<file path="config.mk">
export PLATFORM = sky130hd
export DESIGN_NAME = sprite_mover_flat
export DESIGN_NICKNAME = d
export VERILOG_FILES = /design/src/rtl/sprite_mover_if.sv /design/src/rtl/sprite_mover.sv /design/src/flat_wrapper.sv
export SDC_FILE = /design/constraint.sdc
export NUM_CORES = 1
export LEC_CHECK = 0
export BUFFER_PORTS_ARGS = -buffer_cell sky130_fd_sc_hd__buf_4
export CAP_MARGIN = 20
export CELL_PAD_IN_SITES_DETAIL_PLACEMENT = 1
export CELL_PAD_IN_SITES_GLOBAL_PLACEMENT = 1
export CORE_MARGIN = 2
export CORE_UTILIZATION = 44
export CTS_CLUSTER_SIZE = 20
export DETAILED_ROUTE_END_ITERATION = 6
export PLACE_DENSITY = 0.84
export SLEW_MARGIN = 20
export SYNTH_ARGS = -nofsm -noshare
export SYNTH_HDL_FRONTEND = slang
export SYNTH_SLANG_ARGS = --single-unit
export TNS_END_PERCENT = 100
</file>
<file path="constraint.sdc">
create_clock -name clk -period 4.1 [get_ports clk]
set_input_delay 0.82 -clock clk [delete_from_list [all_inputs] [get_ports clk]]
set_output_delay 0.82 -clock clk [all_outputs]
set_load 0.02 [all_outputs]
</file>
<file path="src/rtl/sprite_mover_if.sv">
// Signal bundle between a sprite_mover and its surroundings: button/maze/game inputs,
// position/state outputs and the VGA pixel query with its fill answer.
interface sprite_mover_if #(
    parameter int unsigned W = 10
);
    logic         start;
    logic         ack;
    logic         left;
    logic         up;
    logic         right;
    logic         down;
    logic [3:0]   blocked;
    logic         win;
    logic         lose;
    logic [W-1:0] hCount;
    logic [W-1:0] vCount;
    logic [W-1:0] pos_x;
    logic [W-1:0] pos_y;
    logic [2:0]   dir;
    logic [2:0]   pending;
    logic         tick;
    logic         fill;

    modport master (
        output start, ack, left, up, right, down, blocked, win, lose, hCount, vCount,
        input  pos_x, pos_y, dir, pending, tick, fill
    );

    modport slave (
        input  start, ack, left, up, right, down, blocked, win, lose, hCount, vCount,
        output pos_x, pos_y, dir, pending, tick, fill
    );
endinterface

</file>
<file path="src/rtl/sprite_mover.sv">
// Maze sprite movement controller: direction FSM, buffered turn, rate tick and VGA fill.
// Define SPRITE_MOVER_WRAP_EN to wrap at the position bounds instead of saturating.
module sprite_mover #(
    parameter int unsigned W        = 10,
    parameter int unsigned SIZE     = 20,
    parameter int unsigned SPEED    = 1,
    parameter int unsigned TICK_DIV = 10000,
    parameter int unsigned X_MIN    = 273,
    parameter int unsigned X_MAX    = 663,
    parameter int unsigned Y_MIN    = 58,
    parameter int unsigned Y_MAX    = 490,
    parameter int unsigned X_INI    = 300,
    parameter int unsigned Y_INI    = 300
) (
    input logic           clk,
    input logic           reset,
    sprite_mover_if.slave bus
);
    typedef enum logic [2:0] {
        StIni   = 3'd0,
        StStill = 3'd1,
        StLeft  = 3'd2,
        StUp    = 3'd3,
        StRight = 3'd4,
        StDown  = 3'd5,
        StWin   = 3'd6,
        StLose  = 3'd7
    } state_e;

    typedef logic [W:0] ext_t;

    localparam int unsigned CW   = $clog2(TICK_DIV);
    localparam ext_t        Step = ext_t'(SPEED);
    localparam ext_t        Half = ext_t'(SIZE / 2);
    localparam ext_t        One  = ext_t'(1);
    localparam ext_t        XMin = ext_t'(X_MIN);
    localparam ext_t        XMax = ext_t'(X_MAX);
    localparam ext_t        YMin = ext_t'(Y_MIN);
    localparam ext_t        YMax = ext_t'(Y_MAX);
    localparam logic [W-1:0] XIni = W'(X_INI);
    localparam logic [W-1:0] YIni = W'(Y_INI);
`ifdef SPRITE_MOVER_WRAP_EN
    localparam ext_t XUnder = XMax;
    localparam ext_t XOver  = XMin;
    localparam ext_t YUnder = YMax;
    localparam ext_t YOver  = YMin;
`else
    localparam ext_t XUnder = XMin;
    localparam ext_t XOver  = XMax;
    localparam ext_t YUnder = YMin;
    localparam ext_t YOver  = YMax;
`endif

    state_e       state_q;
    logic [2:0]   pending_q;
    logic [W-1:0] pos_x_q, pos_y_q;
    logic [CW-1:0] cnt_q;
    logic         tick;
    logic [2:0]   req;
    logic         blk_req, blk_pend, blk_cur;
    logic [W-1:0] x_nxt, y_nxt;
    ext_t         x_inc, x_dec, y_inc, y_dec;

    // blocked is ordered {left, up, right, down}
    function automatic logic way_blocked(input logic [2:0] d, input logic [3:0] b);
        case (d)
            3'd2:    return b[3];
            3'd3:    return b[2];
            3'd4:    return b[1];
            3'd5:    return b[0];
            default: return 1'b0;
        endcase
    endfunction

    always_comb begin
        req = 3'd0;
        case ({bus.left, bus.up, bus.right, bus.down})
            4'b1000: req = 3'd2;
            4'b0100: req = 3'd3;
            4'b0010: req = 3'd4;
            4'b0001: req = 3'd5;
            default: req = 3'd0;
        endcase
        blk_req  = way_blocked(req, bus.blocked);
        blk_pend = way_blocked(pending_q, bus.blocked);
        blk_cur  = way_blocked(state_q, bus.blocked);
    end

    // Extended arithmetic keeps MIN-SPEED from wrapping below zero.
    always_comb begin
        x_inc = {1'b0, pos_x_q} + Step;
        x_dec = {1'b0, pos_x_q} - Step;
        y_inc = {1'b0, pos_y_q} + Step;
        y_dec = {1'b0, pos_y_q} - Step;
        x_nxt = pos_x_q;
        y_nxt = pos_y_q;
        if (!blk_cur) begin
            case (state_q)
                StLeft:  x_nxt = (x_dec < XMin) ? XUnder[W-1:0] : x_dec[W-1:0];
                StRight: x_nxt = (x_inc > XMax) ? XOver[W-1:0]  : x_inc[W-1:0];
                StUp:    y_nxt = (y_dec < YMin) ? YUnder[W-1:0] : y_dec[W-1:0];
                StDown:  y_nxt = (y_inc > YMax) ? YOver[W-1:0]  : y_inc[W-1:0];
                default: ;
            endcase
        end
    end

    assign tick = (cnt_q == CW'(TICK_DIV - 1));

    always_ff @(posedge clk or negedge reset) begin
        if (!reset) begin
            cnt_q <= '0;
        end else if (tick) begin
            cnt_q <= '0;
        end else begin
            cnt_q <= cnt_q + CW'(1);
        end
    end

    always_ff @(posedge clk or negedge reset) begin
        if (!reset) begin
            state_q   <= StIni;
            pending_q <= 3'd0;
            pos_x_q   <= XIni;
            pos_y_q   <= YIni;
        end else begin
            case (state_q)
                StIni: begin
                    pos_x_q   <= XIni;
                    pos_y_q   <= YIni;
                    pending_q <= 3'd0;
                    if (bus.start) state_q <= StStill;
                end
                StWin, StLose: begin
                    if (bus.ack) begin
                        state_q   <= StIni;
                        pending_q <= 3'd0;
                        pos_x_q   <= XIni;
                        pos_y_q   <= YIni;
                    end
                end
                default: begin
                    if (bus.lose) begin
                        state_q <= StLose;
                    end else if (bus.win) begin
                        state_q <= StWin;
                    end else if (req != 3'd0 && req != state_q) begin
                        if (!blk_req) begin
                            state_q   <= state_e'(req);
                            pending_q <= 3'd0;
                        end else begin
                            pending_q <= req;
                        end
                    end else if (pending_q != 3'd0 && !blk_pend) begin
                        state_q   <= state_e'(pending_q);
                        pending_q <= 3'd0;
                    end else if (state_q != StStill && blk_cur) begin
                        state_q <= StStill;
                    end
                    // Motion uses the pre-edge direction even if a turn lands on this edge.
                    if (tick) begin
                        pos_x_q <= x_nxt;
                        pos_y_q <= y_nxt;
                    end
                end
            endcase
        end
    end

    assign bus.pos_x   = pos_x_q;
    assign bus.pos_y   = pos_y_q;
    assign bus.dir     = state_q;
    assign bus.pending = pending_q;
    assign bus.tick    = tick;
    assign bus.fill    = ({1'b0, bus.hCount} + Half >= {1'b0, pos_x_q} + One) &&
                         ({1'b0, bus.hCount} <= {1'b0, pos_x_q} + Half) &&
                         ({1'b0, bus.vCount} + Half >= {1'b0, pos_y_q} + One) &&
                         ({1'b0, bus.vCount} <= {1'b0, pos_y_q} + Half);
endmodule

</file>
<file path="src/flat_wrapper.sv">
// flat-port wrapper written by rule: the top's interface ports become plain ports
module sprite_mover_flat 
#(
    parameter int unsigned W        = 10,
    parameter int unsigned SIZE     = 20,
    parameter int unsigned SPEED    = 1,
    parameter int unsigned TICK_DIV = 10000,
    parameter int unsigned X_MIN    = 273,
    parameter int unsigned X_MAX    = 663,
    parameter int unsigned Y_MIN    = 58,
    parameter int unsigned Y_MAX    = 490,
    parameter int unsigned X_INI    = 300,
    parameter int unsigned Y_INI    = 300
)
  (clk, reset, bus_start, bus_ack, bus_left, bus_up, bus_right, bus_down, bus_blocked, bus_win, bus_lose, bus_hCount, bus_vCount, bus_pos_x, bus_pos_y, bus_dir, bus_pending, bus_tick, bus_fill);
  sprite_mover_if #(.W(W)) bus_i ();
  input logic clk;
  input logic reset;
  input wire logic [$bits(bus_i.start)-1:0] bus_start;
  input wire logic [$bits(bus_i.ack)-1:0] bus_ack;
  input wire logic [$bits(bus_i.left)-1:0] bus_left;
  input wire logic [$bits(bus_i.up)-1:0] bus_up;
  input wire logic [$bits(bus_i.right)-1:0] bus_right;
  input wire logic [$bits(bus_i.down)-1:0] bus_down;
  input wire logic [$bits(bus_i.blocked)-1:0] bus_blocked;
  input wire logic [$bits(bus_i.win)-1:0] bus_win;
  input wire logic [$bits(bus_i.lose)-1:0] bus_lose;
  input wire logic [$bits(bus_i.hCount)-1:0] bus_hCount;
  input wire logic [$bits(bus_i.vCount)-1:0] bus_vCount;
  output wire logic [$bits(bus_i.pos_x)-1:0] bus_pos_x;
  output wire logic [$bits(bus_i.pos_y)-1:0] bus_pos_y;
  output wire logic [$bits(bus_i.dir)-1:0] bus_dir;
  output wire logic [$bits(bus_i.pending)-1:0] bus_pending;
  output wire logic [$bits(bus_i.tick)-1:0] bus_tick;
  output wire logic [$bits(bus_i.fill)-1:0] bus_fill;
  assign bus_i.start = bus_start;
  assign bus_i.ack = bus_ack;
  assign bus_i.left = bus_left;
  assign bus_i.up = bus_up;
  assign bus_i.right = bus_right;
  assign bus_i.down = bus_down;
  assign bus_i.blocked = bus_blocked;
  assign bus_i.win = bus_win;
  assign bus_i.lose = bus_lose;
  assign bus_i.hCount = bus_hCount;
  assign bus_i.vCount = bus_vCount;
  assign bus_pos_x = bus_i.pos_x;
  assign bus_pos_y = bus_i.pos_y;
  assign bus_dir = bus_i.dir;
  assign bus_pending = bus_i.pending;
  assign bus_tick = bus_i.tick;
  assign bus_fill = bus_i.fill;
  sprite_mover #(.W(W), .SIZE(SIZE), .SPEED(SPEED), .TICK_DIV(TICK_DIV), .X_MIN(X_MIN), .X_MAX(X_MAX), .Y_MIN(Y_MIN), .Y_MAX(Y_MAX), .X_INI(X_INI), .Y_INI(Y_INI)) u_core (.clk(clk), .reset(reset), .bus(bus_i));
endmodule
</file>
Yosys cells after proc, flatten, opt, wreduce, memory -nomap -nowiden. Index checks and enable logic that the tools add are counted.

Bits in registers: 40. Output and inout bits: 28.

Mux-type cells: 33. Reductions and logical operators: 20. Add/subtract/negate cells: 9. Order comparisons: 8. Eq/ne operators: 27.

Operators by type and width (number): $mux W10 (9); $pmux W10 S2 (4); $add A10 B4 Y11 const B (4); $mux W3 (13); $eq A3 B3 Y1 const B (8); $add A10 B1 Y11 const B (2); $ge A11 B11 Y1 (2); $le A10 B11 Y1 (2); $sub A10 B1 Y11 const B (2); $eq A3 B2 Y1 const B (6); $reduce_and A4 Y1 (4); $add A14 B1 Y14 const B (1); $eq A14 B14 Y1 const B (1); $mux W14 (1); $pmux W1 S4 (3); $pmux W3 S2 (2); $pmux W3 S4 (1); $reduce_bool A4 Y1 (3); $gt A11 B10 Y1 const B (1); $gt A11 B9 Y1 const B (1); $lt A11 B6 Y1 const B (1); $lt A11 B9 Y1 const B (1); $ne A3 B1 Y1 const B (3); $reduce_bool A3 Y1 (3); other kinds (13) (19).

Logic depth before layout (Yosys ltp).
Word-level depth: 9. Depth in mapped cells: 13. Gate-level depth less buffers: 12.

Worst setup path after synthesis. Ideal clock, no wire load.

Path type: reg2out. Start: register u_core.pos_y_q[3] (netlist: u_core.bus.pos_y[3]). End: output port bus_fill. Path slack: -0.238 ns. Cell stages (with the launch flop): 13. Data arrival time: 3.518 ns. Cell sequence: dfstp_2 > buf_2 > buf_1 > a21oi_1 > nor2_1 > nand3_1 > xor2_1 > ha_1 > nand4_1 > nor4b_1 > a311o_1 > a21oi_1 > a2111oi_0.

Word-level cells in the longest chain between the ends: 4. Elaborated cells on any way between the ends: 6. Classes of those cells: 2 x add/sub; 2 x order compare; 2 x reduce/logical.

Ends and longest elaborated chain: from (decl) (RTL line sprite_mover.sv:56) `logic [W-1:0] pos_x_q, pos_y_q;`; from (signal assigned) (RTL line sprite_mover.sv:125) `pos_y_q <= YIni;`; from (signal assigned) (RTL line sprite_mover.sv:130) `pos_y_q <= YIni;`; from (signal assigned) (RTL line sprite_mover.sv:139) `pos_y_q <= YIni;`; $add A10 B1 Y11 (RTL line sprite_mover.sv:177) `({1'b0, bus.vCount} + Half >= {1'b0, pos_y_q} + One) &&`; $ge A11 B11 Y1 (RTL line sprite_mover.sv:177); $logic_and A1 B1 Y1 (RTL line sprite_mover.sv:176) `({1'b0, bus.hCount} <= {1'b0, pos_x_q} + Half) &&`; $logic_and A1 B1 Y1 * (RTL line sprite_mover.sv:177); to (decl) (RTL line flat_wrapper.sv:35) `output wire logic [$bits(bus_i.fill)-1:0] bus_fill;`.

Every way passes the cells marked *; elsewhere a longest branch is shown, timed or not.

Final worst setup path.
Start: register u_core.pos_x_q[5] (netlist: u_core.bus.pos_x[5]). End: output port bus_fill.

Word-level cells in the longest chain between the ends: 5. Elaborated cells on any way between the ends: 7. Classes of those cells: 2 x add/sub; 2 x order compare; 3 x reduce/logical.

Ends and longest elaborated chain: from (decl) (RTL line sprite_mover.sv:56); from (signal assigned) (RTL line sprite_mover.sv:124) `pos_x_q <= XIni;`; from (signal assigned) (RTL line sprite_mover.sv:129) `pos_x_q <= XIni;`; from (signal assigned) (RTL line sprite_mover.sv:138) `pos_x_q <= XIni;`; $add A10 B1 Y11 / $add A10 B4 Y11 (equally long branches) (RTL line sprite_mover.sv:175, sprite_mover.sv:176); $ge A11 B11 Y1 / $le A10 B11 Y1 (equally long branches) (RTL line sprite_mover.sv:175, sprite_mover.sv:176); $logic_and A1 B1 Y1 * (RTL line sprite_mover.sv:175) `assign bus.fill = ({1'b0, bus.hCount} + Half >= {1'b0, pos_x_q} + One) &&`; $logic_and A1 B1 Y1 * (RTL line sprite_mover.sv:176); $logic_and A1 B1 Y1 * (RTL line sprite_mover.sv:177).

Marked as above.

==> impl_metrics.ini <==
[route]
remaining_drc_errors = 0
vias = 5066
ant_nets = 0
highest_layer = met4
wl_met3_microns = 516
met2WireLength_mm = 7.82
drt-initial-drc-count = 297
first_pass_iters = 5
wl_met1_mm = 6.91
drt-total-wl_mm = 15.4
wire_per_inst_microns = 18.5
viasPerCell = 6.09

[sta]
hold_violations = 0
worstMarginPinSlew_ps = 827
fin_ws_ps = 137
drv_slew = 0
period_share = 0.966
fin_worst_skew_ps = 11.4
setup_viol = 0
max_freq_mhz = 252
relSlewSlack = 0.444
whs_ps = 488
fin_crit_ps = 3960

[clock_network]
clock_sinks = 40
cts_buffers = 5
cts_hold_buf = 0
clockBufferDepth = 2
cts_tree = done
cts_root_buf = clkbuf_8
insertion_delay_ps = 310
ctsHtreeMaxLevel = 2
path_clk_slew_ps = 100

[yosys]
synthFlopType = dfrtp_1
synth_common_cells = nor2_1, ha_1, nand2_1
syn_area_per_cell_sq_um = 7.86
synth_top_cell_by_area = dfrtp_1
syn_inst = 626
synth_cell_types = 73
yosysMostFrequentCell = nor2_1
synthesis.area_sq_um = 4920
yosysTopAreaCellShare = 0.163
synth-edff-count = 0
yosys_warnings = 0
synth_seq_area_share = 0.205
syn-num-nets = 717
async_flop_share = 1.00
ys_ff_latch = 40
yosys-top-cells-area = dfrtp_1, ha_1, xor2_1, xnor2_1, nor2_1

[hold_path]
hold_class = in2async

[worst_setup_path]
cp.arrival_ps = 3140
start_kind = flop
critPathRequiredTime_ps = 3280
critPathCaptureType = output pin
path_max_fanout = 9
criticalPathCategory = reg2out

[status]
status = finished clean

[global_routing]
grt_usage = 0.261
grt_pass1_wl_mm = 25.2
grt_max_degree = 41
antenna_found_initial = 0
grt_overflow = 0
grt_pass1_vias = 5238

[pwr]
total_power_mw = 2.32
p_per_area_nw_per_um2 = 401
leakage_nw = 2.56
ir_drop_v = 0.000237

[floorplanning]
dieArea_sq_um = 12100
core_sq_um = 10900
start_util = 0.452
ios = 62
die_w_microns = 110
row_count = 38
die_h_microns = 110

[place]
port_buffers = 61
gp_congestion = 0.888
numPlacedInstances = 813
dp_slack_ps = 211
dp_hpwl_mm = 12.0

[final_layout]
area_growth_pct = 17.3
final_cells = 832
drive_above_1_share = 0.191
fin_nets = 782
antenna_cells = 0

[flow_run]
max_cap_violations = 0
[registers in the layout, summed over array words and instances (netlist names)]
| register | flops |
|---|---|
| u_core.bus.pending | 3 |
| u_core.bus.dir | 3 |
| u_core.bus.pos_x | 10 |
| u_core.cnt_q | 14 |
| u_core.bus.pos_y | 10 |
[routing by layer]
layer,global-route usage,vias to the layer above
met3,0.0326,17
li1,-,2413
met1,0.335,2529
met4,0.0552,0
met2,0.466,107
met5,0,-
[path summary, 6_finish.rpt]
path / start / end / slack, ps / cells past startpoint
max in group asynchronous: reset / u_core.bus.pos_y[1]$_DFFE_PN0P_ / 3200 / 1
setup reg to reg: u_core.bus.pos_x[2]$_DFFE_PN1P_ / u_core.bus.pos_x[4]$_DFFE_PN0P_ / 990 / 11
min in group clk: u_core.cnt_q[0]$_DFF_PN0_ / u_core.cnt_q[0]$_DFF_PN0_ / 490 / 1
hold / removal: reset / u_core.bus.pos_x[4]$_DFFE_PN0P_ / 490 / 1
setup / recovery: u_core.bus.pos_x[5]$_DFFE_PN1P_ / bus_fill / 140 / 9
hold reg to reg: u_core.cnt_q[0]$_DFF_PN0_ / u_core.cnt_q[0]$_DFF_PN0_ / 490 / 1
[cell families after synthesis]
group | after synthesis | synth area share
buffers and inverters | 48 | 0.0386
xor gates and xnor gates | 68 | 0.121
and+or+nand+nor | 247 | 0.254
adders and majority gates | 58 | 0.147
DFF | 40 | 0.205
AOI/OAI and AO/OA | 158 | 0.217
muxes | 7 | 0.0168
[layout by cell type (no fill, tap or decap), types with 3 or more instances in the layout]
cell type,netlist,layout
nand3_1,29,28
mux2_2,6,6
nand4_1,17,17
a31oi_1,8,8
o211ai_1,3,3
a21o_1,9,9
dfstp_2,8,8
o21a_1,9,9
dfrtp_1,32,28
nand3b_1,5,5
nand2b_1,11,11
nor2b_1,12,12
dfrtp_2,0,4
a22oi_1,3,3
o221ai_1,3,3
nor3_1,20,20
a21oi_1,28,28
and2_1,6,6
o31ai_1,3,3
o22ai_1,6,6
nor2_1,59,59
a221oi_1,3,3
o21ai_0,40,39
nor4_1,5,5
ha_1,57,56
or2_2,5,5
buf_4,0,83
and3_1,8,8
nand2_1,55,55
clkbuf_8,0,5
xor2_1,36,35
a21boi_0,4,4
xnor2_1,32,31
o2111ai_1,7,7
inv_1,22,22
[power by group]
group	internal, mW	total [mW]	switching [mW]
combinational	0.542	1.36	0.822
clock	0.184	0.350	0.167
sequential	0.450	0.603	0.152
[through the flow]
| stage | util | TNS [ps] | instance area, sq um |
|---|---|---|---|
| 6_report | 0.530 | 0 | 5780 |
| 5_1_grt | 0.530 | -59.6 | 5780 |
| 4_1_cts | 0.520 | 0 | 5660 |
| 3_5_place_dp | 0.509 | 0 | 5540 |
| 3_3_place_gp | 0.509 | 0 | 5540 |
| 2_1_floorplan | - | 0 | 4920 |
[critical path: stages, from the launching register on]
cell and delay (ps):
dfstp_2 680, nand2_1 230, or4_1 530, and2_1 240, ha_1 320, a21o_1 120, a21o_1 100, a21oi_1 70
a2111oi_2 350, buf_4 200
[area by class of cell]
type	count	area, sq um
Clock buffer	5	68.8
Clock inverter	3	47.5
Fill cell	1337	5110
Inverter	22	82.6
Multi-Input combinational cell	538	3760
Sequential cell	40	1020
Tap cell	140	175
Timing Repair Buffer	84	628
[what timing repair did]
action,CTS,global route
setup buffers,0,11
endpoints found under the setup margin,0,1
gates resized for setup,0,11
Note: power is estimated with default switching activity, not from simulation.
